File: config.mk
export PLATFORM = sky130hd
export DESIGN_NAME = gray_to_binary_tracker
export DESIGN_NICKNAME = d
export VERILOG_FILES = /design/src/rtl/gray_to_binary_tracker.sv
export SDC_FILE = /design/constraint.sdc
export NUM_CORES = 1
export LEC_CHECK = 0
export CORE_ASPECT_RATIO = 0.9
export CORE_UTILIZATION = 45
export DETAILED_ROUTE_END_ITERATION = 8
export GPL_TIMING_DRIVEN = 0
export PLACE_DENSITY = 0.74
export SLEW_MARGIN = 20
export SYNTH_ARGS = -nofsm -noshare
export SYNTH_HDL_FRONTEND = slang
export SYNTH_SLANG_ARGS = --single-unit
export TNS_END_PERCENT = 50
File: constraint.sdc
create_clock -name clk -period 3.9 [get_ports clk]
set_input_delay 0.585 -clock clk [delete_from_list [all_inputs] [get_ports clk]]
set_output_delay 0.585 -clock clk [all_outputs]
set_load 0.02 [all_outputs]
File: src/rtl/gray_to_binary_tracker.sv
// -----------------------------------------------------------------------------
// gray_to_binary_tracker
//
// Two-stage pipeline that converts Gray-coded position samples (for example
// from an absolute encoder) to binary, then tracks motion between successive
// samples. A +/-1 step (modulo 2^WIDTH) counts as movement and updates a
// signed position counter. Any larger jump is flagged as an error and counted
// in a saturating error counter.
//
// Ports
//   clk        in   sole clock; all state changes on the rising edge
//   rst        in   synchronous, active-high reset
//   g_in       in   [WIDTH-1:0] Gray-coded sample
//   in_valid   in   g_in is valid this cycle (no backpressure)
//   bin_out    out  [WIDTH-1:0] binary value of the last accepted sample
//   out_valid  out  one-cycle pulse, bin_out was just updated
//   moved      out  one-cycle pulse with out_valid, legal +/-1 step seen
//   dir_up     out  direction of the last legal step (1 = up), held
//   step_err   out  one-cycle pulse with out_valid, illegal jump seen
//   pos_cnt    out  [CNT_W-1:0] two's-complement step count, wraps
//   err_cnt    out  [CNT_W-1:0] illegal jump count, saturates
//
// Latency: a sample taken at edge N is visible on bin_out/out_valid after
// edge N+1.
// -----------------------------------------------------------------------------
module gray_to_binary_tracker #(
  parameter int WIDTH = 4,
  parameter int CNT_W = 8
) (
  input  logic             clk,
  input  logic             rst,
  input  logic [WIDTH-1:0] g_in,
  input  logic             in_valid,
  output logic [WIDTH-1:0] bin_out,
  output logic             out_valid,
  output logic             moved,
  output logic             dir_up,
  output logic             step_err,
  output logic [CNT_W-1:0] pos_cnt,
  output logic [CNT_W-1:0] err_cnt
);

  typedef enum logic {
    UNPRIMED = 1'b0,
    TRACK    = 1'b1
  } track_state_e;

  localparam logic [WIDTH-1:0] DIFF_UP   = {{(WIDTH-1){1'b0}}, 1'b1};
  localparam logic [WIDTH-1:0] DIFF_DOWN = {WIDTH{1'b1}};
  localparam logic [CNT_W-1:0] CNT_ONE   = {{(CNT_W-1){1'b0}}, 1'b1};
  localparam logic [CNT_W-1:0] CNT_MAX   = {CNT_W{1'b1}};

  // Stage 1: captured Gray sample and its valid flag.
  logic [WIDTH-1:0] g_q, g_d;
  logic             s1_valid_q, s1_valid_d;

  // Stage 2: converted value, tracker state and registered outputs.
  track_state_e     state_q, state_d;
  logic [WIDTH-1:0] prev_bin_q, prev_bin_d;
  logic [WIDTH-1:0] bin_out_q, bin_out_d;
  logic             out_valid_q, out_valid_d;
  logic             moved_q, moved_d;
  logic             dir_up_q, dir_up_d;
  logic             step_err_q, step_err_d;
  logic [CNT_W-1:0] pos_cnt_q, pos_cnt_d;
  logic [CNT_W-1:0] err_cnt_q, err_cnt_d;

  logic [WIDTH-1:0] new_bin;
  logic [WIDTH-1:0] diff;

  // Gray to binary: each binary bit is the XOR of all Gray bits at or above it.
  function automatic logic [WIDTH-1:0] gray_to_bin(input logic [WIDTH-1:0] g);
    logic [WIDTH-1:0] b;
    b[WIDTH-1] = g[WIDTH-1];
    for (int i = WIDTH - 2; i >= 0; i--) begin
      b[i] = b[i+1] ^ g[i];
    end
    return b;
  endfunction

  always_comb begin
    // NOTE: every signal written here gets a default first, so no path can
    // leave it unassigned and infer a latch.
    g_d         = in_valid ? g_in : g_q;
    s1_valid_d  = in_valid;

    state_d     = state_q;
    prev_bin_d  = prev_bin_q;
    bin_out_d   = bin_out_q;
    out_valid_d = 1'b0;
    moved_d     = 1'b0;
    step_err_d  = 1'b0;
    dir_up_d    = dir_up_q;
    pos_cnt_d   = pos_cnt_q;
    err_cnt_d   = err_cnt_q;

    new_bin     = gray_to_bin(g_q);
    // Modular subtraction: wrap 15->0 yields 1 (up), 0->15 yields all-ones (down).
    diff        = new_bin - prev_bin_q;

    if (s1_valid_q) begin
      bin_out_d   = new_bin;
      out_valid_d = 1'b1;
      prev_bin_d  = new_bin;
      case (state_q)
        UNPRIMED: begin
          // First sample only establishes the reference position.
          state_d = TRACK;
        end
        TRACK: begin
          if (diff == DIFF_UP) begin
            moved_d   = 1'b1;
            dir_up_d  = 1'b1;
            pos_cnt_d = pos_cnt_q + CNT_ONE;
          end else if (diff == DIFF_DOWN) begin
            moved_d   = 1'b1;
            dir_up_d  = 1'b0;
            pos_cnt_d = pos_cnt_q - CNT_ONE;
          end else if (diff != '0) begin
            step_err_d = 1'b1;
            if (err_cnt_q != CNT_MAX) begin
              err_cnt_d = err_cnt_q + CNT_ONE;
            end
          end
        end
        default: state_d = UNPRIMED;
      endcase
    end
  end

  // NOTE: sequential state uses non-blocking assignments so every flop samples
  // the pre-edge values, independent of statement order.
  always_ff @(posedge clk) begin
    // NOTE: the Gray data register is qualified by s1_valid_q, so it needs no
    // reset; only control and architectural state are cleared.
    g_q <= g_d;
    if (rst) begin
      s1_valid_q  <= 1'b0;
      state_q     <= UNPRIMED;
      prev_bin_q  <= '0;
      bin_out_q   <= '0;
      out_valid_q <= 1'b0;
      moved_q     <= 1'b0;
      dir_up_q    <= 1'b0;
      step_err_q  <= 1'b0;
      pos_cnt_q   <= '0;
      err_cnt_q   <= '0;
    end else begin
      s1_valid_q  <= s1_valid_d;
      state_q     <= state_d;
      prev_bin_q  <= prev_bin_d;
      bin_out_q   <= bin_out_d;
      out_valid_q <= out_valid_d;
      moved_q     <= moved_d;
      dir_up_q    <= dir_up_d;
      step_err_q  <= step_err_d;
      pos_cnt_q   <= pos_cnt_d;
      err_cnt_q   <= err_cnt_d;
    end
  end

  assign bin_out   = bin_out_q;
  assign out_valid = out_valid_q;
  assign moved     = moved_q;
  assign dir_up    = dir_up_q;
  assign step_err  = step_err_q;
  assign pos_cnt   = pos_cnt_q;
  assign err_cnt   = err_cnt_q;

endmodule

==> results of run 1 <==
-- through the flow --
stage / TNS, ns / cells
2_1_floorplan: 0 / 161
3_5_place_dp: -0.371 / 233
6_report: 0 / 253
3_3_place_gp: -0.233 / 233
4_1_cts: 0 / 247
5_1_grt: -0.0927 / 253
-- worst max-delay path: stages (launching register included) --
cell and delay [ns]:
edfxtp_1 0.42, xnor2_2 0.25, xnor2_2 0.16, xnor2_1 0.12, ha_2 0.22, fa_2 0.37
xor2_2 0.18, nand2_2 0.08, a21oi_4 0.12, or2b_4 0.33, buf_4 0.16, ha_1 0.31
a21o_1 0.17, a31oi_1 0.19, mux2i_1 0.23, mux2_2 0.34
-- path summary, 6_finish.rpt --
kind              startpoint    endpoint  depth (start not counted)
setup / recovery      g_q[2]  pos_cnt[7]                         15
hold / removal        dir_up      dir_up                          2
setup reg to reg      g_q[2]  pos_cnt[7]                         15
hold reg to reg       dir_up      dir_up                          2
-- flip-flops by register name, indices dropped and copies added, names as in the netlist --
name / cells
dir_up: 1
state_q: 1
moved: 1
bin_out: 4
g_q: 4
out_valid: 1
step_err: 1
err_cnt: 8
s1_valid_q: 1
pos_cnt: 8
-- what timing repair did --
action,CTS,global route
setup endpoints to repair,2,1
pin swaps,5,9
gates resized for setup,1,6
setup buffers,6,6
-- per-layer routing --
metal,vias up,global-route usage [%],routed length (µm)
met3,5,4.72,132
li1,662,-,-
met4,0,10.2,61
met1,613,18.8,1390
met2,32,33.9,1720
met5,-,0,0
-- layout by cell type, fill, tap and decap left out, types with 2 or more instances in the layout --
cell type / synthesis / final
a211oi_1: 3 / 3
a21o_1: 2 / 2
a21oi_1: 10 / 9
a31o_2: 2 / 2
buf_4: 1 / 13
clkbuf_1: 3 / 3
clkbuf_8: 1 / 7
clkdlybuf4s50_1: 0 / 30
dfxtp_1: 26 / 26
edfxtp_1: 4 / 4
ha_1: 10 / 6
ha_2: 0 / 2
ha_4: 0 / 2
inv_1: 7 / 7
mux2_2: 3 / 3
mux2i_1: 9 / 9
nand2_1: 6 / 5
nand2b_1: 2 / 2
nand3_1: 4 / 4
nand3b_1: 2 / 2
nand4_1: 5 / 5
nor2_1: 25 / 25
nor2b_1: 7 / 7
nor4_1: 3 / 3
xnor2_1: 9 / 7
xnor2_2: 0 / 2
xor2_1: 3 / 2
-- cells in the mapped netlist (2+ instances only) --
library cell,instances
mux2i_1,9
inv_1,7
dfxtp_1,26
nor4_1,3
nand2b_1,2
nand2_1,6
nand3_1,4
edfxtp_1,4
nor2b_1,7
nand3b_1,2
a211oi_1,3
a31o_2,2
a21oi_1,10
fa_1,2
ha_1,10
clkbuf_1,3
mux2_2,3
xnor2_1,9
a21o_1,2
nor2_1,25
nand4_1,5
xor2_1,3
-- layout make-up --
type / count / area [µm²] / area share (%)
inverters: 7 / 26.3 / 1.21
repair buffers: 42 / 390 / 17.9
multi-input cells: 119 / 941 / 43.2
clock buffers: 6 / 82.6 / 3.79
clock inverters: 2 / 12.5 / 0.574
plain buffers: 5 / 32.5 / 1.49
flip-flops and latches: 30 / 641 / 29.4
well taps: 42 / 52.6 / 2.41
-- power groups by stage --
stage | sequential (mW) | clock, mW | combinational [mW]
2_1_floorplan | 0.347 | 0 | 0.139
3_3_place_gp | 0.340 | 0 | 0.183
3_5_place_dp | 0.341 | 0 | 0.192
4_1_cts | 0.334 | 0.268 | 0.213
5_1_grt | 0.335 | 0.281 | 0.270
6_report | 0.334 | 0.260 | 0.250
-- cell families (layout without fill, tap and decap cells) --
group,count (synthesis),count (layout)
simple gates,60,60
flops,30,30
compound gates,23,23
buf+inv,12,62
fa+ha+maj,12,12
xor+xnor,12,12
mux,12,12
==> flow_summary.ini, run 1 <==
[routing]
drt_pass1_iterations = 4
wire_per_inst_um = 13.1
vias_per_cell = 5.19
dr_total_vias = 1312
dr.first_iter.drc_count = 53
drt-total-wl_um = 3310
final_antenna_net_count = 0
drc = 0

[floorplanning]
dieArea_mm2 = 0.00372
start_util_pct = 49.2
rows = 19
die_x_um = 64.2
fp.dieH_um = 58.0
coreArea_mm2 = 0.00319
num_io_pins = 31

[finish]
diodes = 0
n_fill_cell = 255
post-route-util_pct = 68.4
final_area_mm2 = 0.00218
areaGrowthSynthToFinish_pct = 38.9
drive_gt1_share_pct = 20.4
nets = 229

[power]
p_clk_share_pct = 30.8
p_switching_mw = 0.251
vdd_drop_max_mv = 0.273
pwr-share-comb_pct = 29.6
leakagePower_nw = 0.836
p_sw_share_pct = 29.7
p_int_mw = 0.594
seqPwrFrac_pct = 39.5
pwr_density_cell_mw_per_mm2 = 388
p_total_mw = 0.845

[grt]
grt_pass1_wl_um = 5000
grt_use_total_pct = 18.3
grt-ovfl-total = 0
grt_pass1_vias = 1187
antenna_found_initial = 0
grt_max_degree = 11

[cts]
cts_sinks = 30
holdBufCountCts = 0
cts-root-buf = clkbuf_8
clockBufferDepth = 2
cts_tree = yes
clkTransAtPathRegs_ns = 0.06
cts_htree_levels = 2
clock_latency_ns = 0.28
cts_buffers = 5

[worst_setup_path]
worstPathRequired_ns = 4.07
reg2reg_slack_ns = 0.13
criticalPathCategory = flip-flop to flip-flop
crit_arrival_ns = 3.94
path_max_fanout = 6
end_kind = flip-flop
startpoint_type = flip-flop

[synth]
synth_mux_area_share_pct = 7.90
async_reset_ff_share_pct = 0
synthTopCellsByArea = dfxtp_1 33%, ha_1 8.0%, edfxtp_1 7.7%, nor2_1 6.0%, mux2i_1 5.7%
synth_compound_area_share_pct = 9.90
ys_types = 36
synth-simple-area-share_pct = 20.4
yosysWarnings = 0
synth_top_area_cell = dfxtp_1
synth_fa_ha_area_share_pct = 10.5
yosysSeqAreaShare_pct = 40.9
synth-xor-area-share_pct = 6.70
synth_top_family_by_area = simple AND/OR/NAND/NOR gates
synth.avg_cell_area_um2 = 9.74
synth_ff_type = dfxtp_1
synth_edf_count = 4
syn_area_mm2 = 0.00157
postSynthCellCount = 161
synth_nets = 180
synth_top_area_share_pct = 33.2
synth-seq-cells = 30

[sta]
setup_ws_ns = 0.126
max_freq_mhz = 265
whs_ns = 0.473
worst_slew_pin_slew_ns = 0.604
finalHoldViolations = 0
rsz0062_at_grt = true
slew_headroom_pct = 59.4
setup-violations-final = 0
period_needed_ns = 3.77
skew_ns = 0.00726
slew_violations = 0
period_share_pct = 96.8

[placed_design]
gp_congestion = 0.780
dpl-instance-area_mm2 = 0.00195
dp_hpwl_um = 2280
pre_cts_ws_ns = -0.364
numPortBuffers = 30

[status]
outcome = completed

[flow_run]
drv_cap = 0

[min_path]
worst_hold_path_type = flip-flop to flip-flop
(Power assumes the default switching activity.)
==> run 2: changes to the inputs <==
--- a/config.mk
+++ b/config.mk
@@ -7,6 +7,7 @@
 export LEC_CHECK = 0
 export CORE_ASPECT_RATIO = 0.9
 export CORE_UTILIZATION = 45
+export CTS_BUF_LIST = sky130_fd_sc_hd__clkbuf_4 sky130_fd_sc_hd__clkbuf_8
 export DETAILED_ROUTE_END_ITERATION = 8
 export GPL_TIMING_DRIVEN = 0
 export PLACE_DENSITY = 0.74
@@ -14,4 +15,3 @@
 export SYNTH_ARGS = -nofsm -noshare
 export SYNTH_HDL_FRONTEND = slang
 export SYNTH_SLANG_ARGS = --single-unit
-export TNS_END_PERCENT = 50
==> results of run 2 <==
No change in the layout: final DEF, timing and power equal those of run 1.
==> run 3: changes to the inputs <==
--- a/config.mk
+++ b/config.mk
@@ -11,6 +11,7 @@
 export DETAILED_ROUTE_END_ITERATION = 8
 export GPL_TIMING_DRIVEN = 0
 export PLACE_DENSITY = 0.74
+export SKIP_CTS_REPAIR_TIMING = 1
 export SLEW_MARGIN = 20
 export SYNTH_ARGS = -nofsm -noshare
 export SYNTH_HDL_FRONTEND = slang
==> run 3 against run 2 <==
Against the previous run: clock skew shrank 0.00063 ns; maximum frequency down 0.93%; register-to-register slack lost 0.04 ns; highest routed layer unchanged; die area unchanged; clock power about the same; sequential power barely moved; first-iteration DRC count shrank 21%; power down 0.76%; clock-buffer cell count unchanged; final cell count down 1.2%; non-clock buffer count is 3 lower; critical endpoint unchanged; sequential share of layout area is 0.31 points higher; largest power group unchanged.
==> flow_summary.ini, run 3 (synthesized netlist as in run 1, its figures left out) <==
[status]
outcome = completed

[floorplanning]
num_io_pins = 31
dieArea_mm2 = 0.00372
die_x_um = 64.2
rows = 19
start_util_pct = 49.2
coreArea_mm2 = 0.00319
fp.dieH_um = 58.0

[finish]
final_common_cell = clkdlybuf4s50_1
drive_gt1_share_pct = 19.2
layout_common_cells = 30 x clkdlybuf4s50_1, 26 x dfxtp_1, 25 x nor2_1
diodes = 0
nets = 226
stdcell_count = 250
areaGrowthSynthToFinish_pct = 37.5
post-route-util_pct = 67.7

[grt]
grt_pass1_vias = 1148
grt_max_degree = 11
grt-ovfl-total = 0
grt_pass1_wl_um = 4870
grt_use_total_pct = 17.7
antenna_found_initial = 0

[flow_run]
drv_cap = 0

[worst_setup_path]
path_max_fanout = 6
path_depth = 14
crit_buf_inv = 1
slowest_delay_ns = 0.57
end_kind = flip-flop
startpoint_type = flip-flop
worstPathRequired_ns = 4.07
crit_chain = xnor2_2 -> xnor2_2 -> xnor2_1 -> ha_2 -> fa_2 -> nand2_2 -> a21oi_4 -> or2b_4 -> buf_4 -> ha_1 -> a21o_1 -> a31oi_1 -> mux2i_1 -> mux2_2
crit_family = adder cells
crit_arrival_ns = 3.98
crit_path_frequent_cell = xnor2_2
reg2reg_depth = 14
crit_path_top_delay_cell = fa_2
criticalPathCategory = flip-flop to flip-flop

[power]
p_switching_mw = 0.252
p_clk_share_pct = 31.2
p_int_mw = 0.586
p_sw_share_pct = 30.1
p_total_mw = 0.838
pwr_density_cell_mw_per_mm2 = 389
leakagePower_nw = 0.821
pwr-share-comb_pct = 28.9
seqPwrFrac_pct = 39.9
vdd_drop_max_mv = 0.266

[cts]
cts_buffers = 5
cts_sinks = 30
clkTransAtPathRegs_ns = 0.07
clockBufferDepth = 2
cts-root-buf = clkbuf_8
clock_latency_ns = 0.28
cts_htree_levels = 2
cts_tree = yes

[sta]
period_needed_ns = 3.81
finalHoldViolations = 0
setup_ws_ns = 0.0907
skew_ns = 0.00663
slew_violations = 0
setup-violations-final = 0
rsz0062_at_grt = true
worst_slew_pin_slew_ns = 0.610
slew_headroom_pct = 59.0
period_share_pct = 97.7
max_freq_mhz = 263
whs_ns = 0.473

[placed_design]
pre_cts_ws_ns = -0.364
dp_hpwl_um = 2280
gp_congestion = 0.780
numPortBuffers = 30
dp.cells = 233

[routing]
dr_total_vias = 1309
wire_per_inst_um = 13.6
drt-total-wl_um = 3400
route.met2.wl_um = 1790
final_antenna_net_count = 0
drc = 0
vias_per_cell = 5.24
m1WireLength_um = 1410
drt_pass1_iterations = 4
dr.first_iter.drc_count = 42
wl_met3_um = 143
topRoutingLayerUsed = met4

[min_path]
worst_hold_path_type = flip-flop to flip-flop
holdPathStages = 2
==> run 3: changes by cell type in the layout (fill, tap and decap cells not counted) <==
cell   previous run  this run
buf_4            13        10
==> run 3: tightest hold or removal path, delay by kind of cell, from the launching register on <==
family        cells  cell delay [ns]
flops             1             0.31
simple gates      2             0.12
==> run 3: per-stage QoR <==
stage,area [µm²],TNS (ns)
5_1_grt,2160,-0.152
3_5_place_dp,1950,-0.371
6_report,2160,0
2_1_floorplan,1600,0
3_3_place_gp,1950,-0.233
4_1_cts,2050,-0.414
==> run 3: worst paths after layout <==
| check | startpoint | slack [ns] | endpoint |
|---|---|---|---|
| max | g_q[3] | 0.09 | pos_cnt[7] |
| min | state_q | 0.47 | state_q |
| max reg2reg | g_q[3] | 0.09 | pos_cnt[7] |
| min reg2reg | state_q | 0.47 | state_q |
==> run 3: routing by layer <==
layer	vias to the layer above	track usage (%)
met5	-	0
met4	0	10.2
met3	5	4.72
met2	31	31.9
met1	615	18.8
li1	658	-
==> run 3: layout make-up <==
type                            count  area [µm²]
Fill cell                         263        1030
Clock inverter                      2        12.5
Sequential cell                    30         641
Tap cell                           42        52.6
Inverter                            7        26.3
Timing Repair Buffer               39         368
Multi-Input combinational cell    119         941
Clock buffer                        6        82.6
Buffer                              5        32.5
==> run 3: power groups by stage <==
stage	clock network [mW]	logic [mW]	registers, mW
2_1_floorplan	0	0.139	0.347
3_3_place_gp	0	0.183	0.340
3_5_place_dp	0	0.192	0.341
4_1_cts	0.268	0.193	0.334
5_1_grt	0.282	0.262	0.335
6_report	0.262	0.242	0.334
